$ cat src/rtl/line_follow_ctrl.sv
// line_follow_ctrl: filtered line-tracker steering FSM with search and
// obstacle recovery, driving per-wheel PWM whose duty latches at wrap.
module line_follow_ctrl #(
    parameter int SENSORS      = 3,
    parameter int FILT         = 1000,
    parameter int LOST_TIMEOUT = 50_000_000,
    parameter int CLEAR_CYC    = 10_000_000,
    parameter int PWM_W        = 10,
    parameter int FWD_DUTY     = 700,
    parameter int TURN_DUTY    = 600,
    parameter int SPIN_DUTY    = 450
) (
    input  logic               clk,
    input  logic               rst,
    input  logic               enable,
    input  logic [SENSORS-1:0] sensor,
    input  logic               stop,
    output logic [1:0]         left,
    output logic [1:0]         right,
    output logic               left_motor,
    output logic               right_motor,
    output logic [2:0]         state,
    output logic [3:0]         LED
);
    localparam int C  = (SENSORS - 1) / 2;
    localparam int FW = $clog2(FILT + 1);
    localparam int SW = $clog2(LOST_TIMEOUT + 1);
    localparam int CW = $clog2(CLEAR_CYC + 1);
    localparam logic [PWM_W-1:0] PMAX = '1;

    function automatic logic [PWM_W-1:0] sat(input int d);
        if (d >= (1 << PWM_W)) return PMAX;
        return PWM_W'(d);
    endfunction

    localparam logic [PWM_W-1:0] D_FWD  = sat(FWD_DUTY);
    localparam logic [PWM_W-1:0] D_TURN = sat(TURN_DUTY);
    localparam logic [PWM_W-1:0] D_SPIN = sat(SPIN_DUTY);

    typedef enum logic [2:0] {
        S_IDLE    = 3'd0,
        S_FWD     = 3'd1,
        S_LEFT    = 3'd2,
        S_RIGHT   = 3'd3,
        S_SEARCH  = 3'd4,
        S_BLOCKED = 3'd5,
        S_GIVEUP  = 3'd6
    } state_t;

    logic [SENSORS-1:0] sen_s1, sen_s2, filt;
    logic               stop_s1, stop_s2;

    always_ff @(posedge clk or posedge rst) begin
        if (rst) begin
            sen_s1  <= '0;
            sen_s2  <= '0;
            stop_s1 <= 1'b0;
            stop_s2 <= 1'b0;
        end else begin
            sen_s1  <= sensor;
            sen_s2  <= sen_s1;
            stop_s1 <= stop;
            stop_s2 <= stop_s1;
        end
    end

    for (genvar i = 0; i < SENSORS; i++) begin : g_filt
        logic [FW-1:0] cnt;
        logic          f;
        always_ff @(posedge clk or posedge rst) begin
            if (rst) begin
                cnt <= '0;
                f   <= 1'b0;
            end else if (sen_s2[i] == f) begin
                cnt <= '0;
            end else if (cnt == FW'(FILT - 1)) begin
                cnt <= '0;
                f   <= sen_s2[i];
            end else begin
                cnt <= cnt + 1'b1;
            end
        end
        assign filt[i] = f;
    end

    logic   lft, rgt, any;
    state_t tgt;

    assign lft = |filt[SENSORS-1:C+1];
    assign rgt = |filt[C-1:0];
    assign any = |filt;

    // Decoded steering target; SEARCH stands for "line lost".
    always_comb begin
        tgt = S_FWD;
        if (lft && !rgt)      tgt = S_LEFT;
        else if (rgt && !lft) tgt = S_RIGHT;
        else if (!any)        tgt = S_SEARCH;
    end

    state_t        st;
    logic [SW-1:0] scnt;
    logic [CW-1:0] ccnt;
    logic          last_r;
    logic          steer;

    assign steer = (st == S_FWD) || (st == S_LEFT) || (st == S_RIGHT)
                   || (st == S_SEARCH && any);

    always_ff @(posedge clk or posedge rst) begin
        if (rst) begin
            st     <= S_IDLE;
            scnt   <= '0;
            ccnt   <= '0;
            last_r <= 1'b0;
        end else if (!enable) begin
            st <= S_IDLE;
        end else if (stop_s2 && st != S_IDLE) begin
            st   <= S_BLOCKED;
            ccnt <= '0;
        end else begin
            if (steer && (tgt == S_LEFT || tgt == S_RIGHT))
                last_r <= (tgt == S_RIGHT);
            unique case (st)
                S_IDLE: st <= S_FWD;
                S_FWD, S_LEFT, S_RIGHT: begin
                    st <= tgt;
                    if (tgt == S_SEARCH) scnt <= '0;
                end
                S_SEARCH: begin
                    if (any)
                        st <= tgt;
                    else if (scnt == SW'(LOST_TIMEOUT - 1))
                        st <= S_GIVEUP;
                    else
                        scnt <= scnt + 1'b1;
                end
                S_BLOCKED: begin
                    if (ccnt == CW'(CLEAR_CYC - 1))
                        st <= S_FWD;
                    else
                        ccnt <= ccnt + 1'b1;
                end
                S_GIVEUP: st <= S_GIVEUP;
                default:  st <= S_IDLE;
            endcase
        end
    end

    assign state = st;

    logic [PWM_W-1:0] duty_tgt, duty_act, pcnt;

    always_ff @(posedge clk or posedge rst) begin
        if (rst) begin
            left     <= 2'b00;
            right    <= 2'b00;
            LED      <= 4'b0000;
            duty_tgt <= '0;
        end else begin
            unique case (st)
                S_FWD: begin
                    left <= 2'b10; right <= 2'b10;
                    LED <= 4'b0001; duty_tgt <= D_FWD;
                end
                S_LEFT: begin
                    left <= 2'b01; right <= 2'b10;
                    LED <= 4'b0100; duty_tgt <= D_TURN;
                end
                S_RIGHT: begin
                    left <= 2'b10; right <= 2'b01;
                    LED <= 4'b0010; duty_tgt <= D_TURN;
                end
                S_SEARCH: begin
                    left  <= last_r ? 2'b10 : 2'b01;
                    right <= last_r ? 2'b01 : 2'b10;
                    LED <= 4'b0110; duty_tgt <= D_SPIN;
                end
                S_BLOCKED: begin
                    left <= 2'b00; right <= 2'b00;
                    LED <= 4'b1000; duty_tgt <= '0;
                end
                S_GIVEUP: begin
                    left <= 2'b00; right <= 2'b00;
                    LED <= 4'b1111; duty_tgt <= '0;
                end
                default: begin
                    left <= 2'b00; right <= 2'b00;
                    LED <= 4'b0000; duty_tgt <= '0;
                end
            endcase
        end
    end

    // Duty only moves at the wrap so no period is ever truncated.
    always_ff @(posedge clk or posedge rst) begin
        if (rst) begin
            pcnt     <= '0;
            duty_act <= '0;
        end else begin
            pcnt <= pcnt + 1'b1;
            if (pcnt == PMAX) duty_act <= duty_tgt;
        end
    end

    assign left_motor  = (pcnt < duty_act);
    assign right_motor = (pcnt < duty_act);
endmodule

$ cat config.mk
export PLATFORM = sky130hd
export DESIGN_NAME = line_follow_ctrl
export DESIGN_NICKNAME = d
export VERILOG_FILES = /design/src/rtl/line_follow_ctrl.sv
export SDC_FILE = /design/constraint.sdc
export NUM_CORES = 1
export LEC_CHECK = 0
export BUFFER_PORTS_ARGS = -buffer_cell sky130_fd_sc_hd__clkbuf_2
export CAP_MARGIN = 25
export CORE_ASPECT_RATIO = 0.5
export CORE_MARGIN = 1
export CORE_UTILIZATION = 43
export DETAILED_ROUTE_END_ITERATION = 6
export PLACE_DENSITY_LB_ADDON = 0.08
export SLEW_MARGIN = 20
export SYNTH_ARGS = -nofsm -noshare
export SYNTH_HDL_FRONTEND = slang
export SYNTH_SLANG_ARGS = --single-unit
$ cat constraint.sdc
create_clock -name clk -period 10.9 [get_ports clk]
set_input_delay 1.09 -clock clk [delete_from_list [all_inputs] [get_ports clk]]
set_output_delay 1.09 -clock clk [all_outputs]
set_load 0.1 [all_outputs]
==> key figures <==
Die
  – DIE AREA: around 15,000 um2
  – Core area: 13,800 um2
  – Io pins: 20
  – Chip width: around 170 um
  – Die Ht: 86.8 um
  – Site Rows: 30
  – Initial core utilization: 0.449

Route
  – Wire length on met3: ~480 um
  – Top routing layer used: met4
  – Per-cell routed wire length: 15.1 um
  – Vias per cell: 5.54
  – Post-DRT Antenna Nets: 0
  – Router iterations before antenna repair: 4
  – Met2 Wirelength: 5600 um
  – Via count: 4,737
  – WL final: 12,900 um
  – Detailed-route DRC error count: 0
  – M1 wire length: 6640 um
  – Iter 0 DRT Violations: around 340

Worst setup path
  – Setup Crit Path Kind: reg2reg
  – Max incr delay on CP: 0.65 ns
  – R2r setup slk: 7.42 ns
  – CP Launch Point: state[0]$_DFFE_PP0P_
  – Worst EP arrival: between 3 and 4 ns
  – Worst endpoint required time: ~11 ns
  – R2r startpoint: state[0]$_DFFE_PP0P_
  – Most frequent CP cell: nand2_1
  – R2R cell count: 7
  – CP max-delay cell: clkinv_1
  – Reg2Reg Capture Point: scnt[23]$_DFFE_PP0P_
  – CP Max Fanout: 28
  – CP bufs+invs: 1
  – Startpoint types: flop
  – Critical path's top delay family: simple AND/OR/NAND/NOR gates
  – CP cell instances: nor2_1 > nand2_1 > clkinv_1 > and4b_1 > o21ai_1 > nand2_1 > o211ai_1
  – Kind of end point of the critical path: flop

STA
  – Unrepaired setup endpoints after global routing: false
  – Fmax: 288 MHz
  – Worst slew pin tran: 1.07 ns
  – Final Max Slew Viols: 0
  – Final min period: approximately 3.5 ns
  – Clk_skew: 0.00707 ns
  – Slew Limit Headroom: 0.280
  – # setup viols final: 0
  – Endpoints failing hold: 0
  – Tcrit/Tclk final: 0.319
  – Sum Neg Setup Slack: 0 ns

Clock network
  – Inserted Clock Buffers: 17
  – Clock Latency Late Sink: 0.41 ns
  – Hold_buf cts: 0
  – H-tree depth: 4
  – Post_cts resized: 0
  – Clock sinks: 123
  – Clock root cell: clkbuf_16
  – CTS clock-pin slew for the worst setup and hold paths: about 0.06 ns
  – Post-CTS setup buffer count: 0
  – TritonCTS clock tree: yes
  – Clk buf depth: 2

Outcome
  – Outcome: completed

Yosys
  – Main area contributors after synthesis: dfrtp_1 (50%), nor2_1 (4.2%), and3_1 (3.4%), nand2_1 (3.4%), xnor2_1 (3.4%)
  – Synthesis warning total: 0
  – Synth unique cells: 54
  – Synth cell count leaders: dfrtp_1 (123), nor2_1 (69), nand2_1 (56), nand3_1 (36), and3_1 (34)
  – Gate Count Post-Synth: roughly 630
  – Number of synthesized register bits: ~120
  – Sequential-to-total area share from yosys stat: 0.497
  – Number of flops mapped to enable cells by yosys: 0
  – Mapped cell area: 6190 um2
  – Synth Area per Inst: 9.84 um2
  – Synth area leader: dfrtp_1
  – Most common cell in the netlist: dfrtp_1
  – Top-area cell type share of the netlist area: 0.497
  – Syn_nets: ~650
  – Async set-reset flop share out of synthesis: 1.00
  – Most used DFF post-synth: dfrtp_1

Pwr
  – Sw power: 481 uW
  – Worst vdd ir: between 0.1 and 0.15 mV
  – Internal Power: 1.02 mW
  – Clock power share: 0.437
  – Cell Pwr Density: 211 nW/um2
  – Sequential share of power: 0.366
  – Gate power share: 0.196
  – Leakage: about 3.3 nW
  – Sw Share: 0.320

Placement
  – I/O Buffers: 19
  – Placed standard-cell area: 6430 um2
  – Post-DP HPWL: between 8000 and 9000 um
  – GPL Wtd Cong: 0.827

Cells and area
  – Seq. cell area: 3080 um2
  – Final net count: 673
  – Antenna Cells: 0
  – Design area: 7140 um2
  – Fillers: 1,228
  – Fraction of layout cells with a size suffix above 1: 0.110
  – Area of the multi-input gates: around 2900 um2
  – Layout area overhead: 15.3%

GRT
  – Largest net degree at the start of global routing: 64
  – Gr usage total: 0.186
  – Number of global-route vias before repair: 4,331
  – First-pass GRT wire length: 21,600 um
  – Initial antenna violation count: 0
  – GRT overflow: 0

Hold path
  – Hold path endpoint: sen_s2[0]$_DFF_PP0_
  – Hold path startpoint: sen_s1[0]$_DFF_PP0_
  – Min-Delay Path Depth: 0
  – HP Class: reg2reg

Run
  – Max-Cap Viols: 0
==> layer usage <==
| metal | GRT usage | vias up |
|---|---|---|
| li1 | - | 2349 |
| met1 | 0.264 | 2290 |
| met2 | 0.273 | 84 |
| met3 | 0.0489 | 14 |
| met4 | 0.0657 | 0 |
| met5 | 0 | - |
==> how the worst max path moves through the flow <==
stage | to | slack (ns) | cells past startpoint
floorplan | LED[0]$_DFF_PP0_ | 6.54 | 1
global placement | scnt[23]$_DFFE_PP0P_ | 7.49 | 7
detailed placement | scnt[7]$_DFFE_PP0P_ | 7.34 | 7
CTS | scnt[23]$_DFFE_PP0P_ | 7.37 | 7
global route | scnt[13]$_DFFE_PP0P_ | 7.03 | 7
finish | scnt[23]$_DFFE_PP0P_ | 7.42 | 7
==> sequential cells by signal (all words and copies together), names as in the netlist, 2 cells and up <==
signal	flops
LED	4
right	2
sen_s1	3
pcnt	10
left	2
g_filt.cnt	30
state	3
sen_s2	3
ccnt	24
g_filt.f	3
scnt	26
duty_tgt	5
duty_act	5
==> power groups by stage <==
stage / Combinational (mW) / Clock (mW) / Sequential, mW
3_5_place_dp: 0.294 / 0 / 0.557
6_report: 0.295 / 0.657 / 0.550
5_1_grt: 0.323 / 0.692 / 0.558
3_3_place_gp: 0.293 / 0 / 0.556
4_1_cts: 0.295 / 0.670 / 0.550
2_1_floorplan: 0.140 / 0 / 0.652
==> logic make-up after synthesis <==
logic type / after synthesis / synth area share
and+or+nand+nor: 291 / 0.241
AOI/OAI and AO/OA: 108 / 0.129
DFF: 123 / 0.497
xor gates and xnor gates: 35 / 0.0495
buffers and inverters: 46 / 0.0323
muxes: 10 / 0.0182
adders and majority gates: 16 / 0.0323
==> placed cells by master, fill, tap and decap left out, types with 9 or more instances in the layout <==
cell,netlist,final
a21oi_1,18,18
a221o_1,19,19
a31oi_1,14,14
and3_1,34,34
clkbuf_16,0,17
clkbuf_2,0,19
dfrtp_1,123,123
ha_1,16,16
inv_1,26,25
mux2_2,10,10
nand2_1,56,56
nand3_1,36,36
nand4_1,19,19
nor2_1,69,69
nor3_1,21,21
nor4_1,9,9
o21ai_0,13,13
xnor2_1,24,24
xor2_1,11,11
==> cell type report <==
cell class                      count  share of cell area
Clock buffer                       21              0.0673
Inverter                           27              0.0145
Sequential cell                   123               0.431
Multi-Input combinational cell    460               0.408
Clock inverter                     11              0.0296
Tap cell                          192              0.0337
Timing Repair Buffer               21              0.0160
==> stage by stage <==
stage | total power [mW] | hold WS, ns | std cells | utilization | setup slack (ns)
final | 1.50 | 0.348 | 855 | 0.518 | 7.42
after global routing | 1.57 | 0.354 | 855 | 0.518 | 7.03
after CTS | 1.51 | 0.349 | 854 | 0.517 | 7.37
after detailed placement | 0.851 | 0.336 | 822 | 0.467 | 7.34
after global placement | 0.849 | 0.335 | 822 | 0.467 | 7.49
after floorplan | 0.792 | 0.331 | 629 | - | 6.54
(Power assumes the default switching activity.)
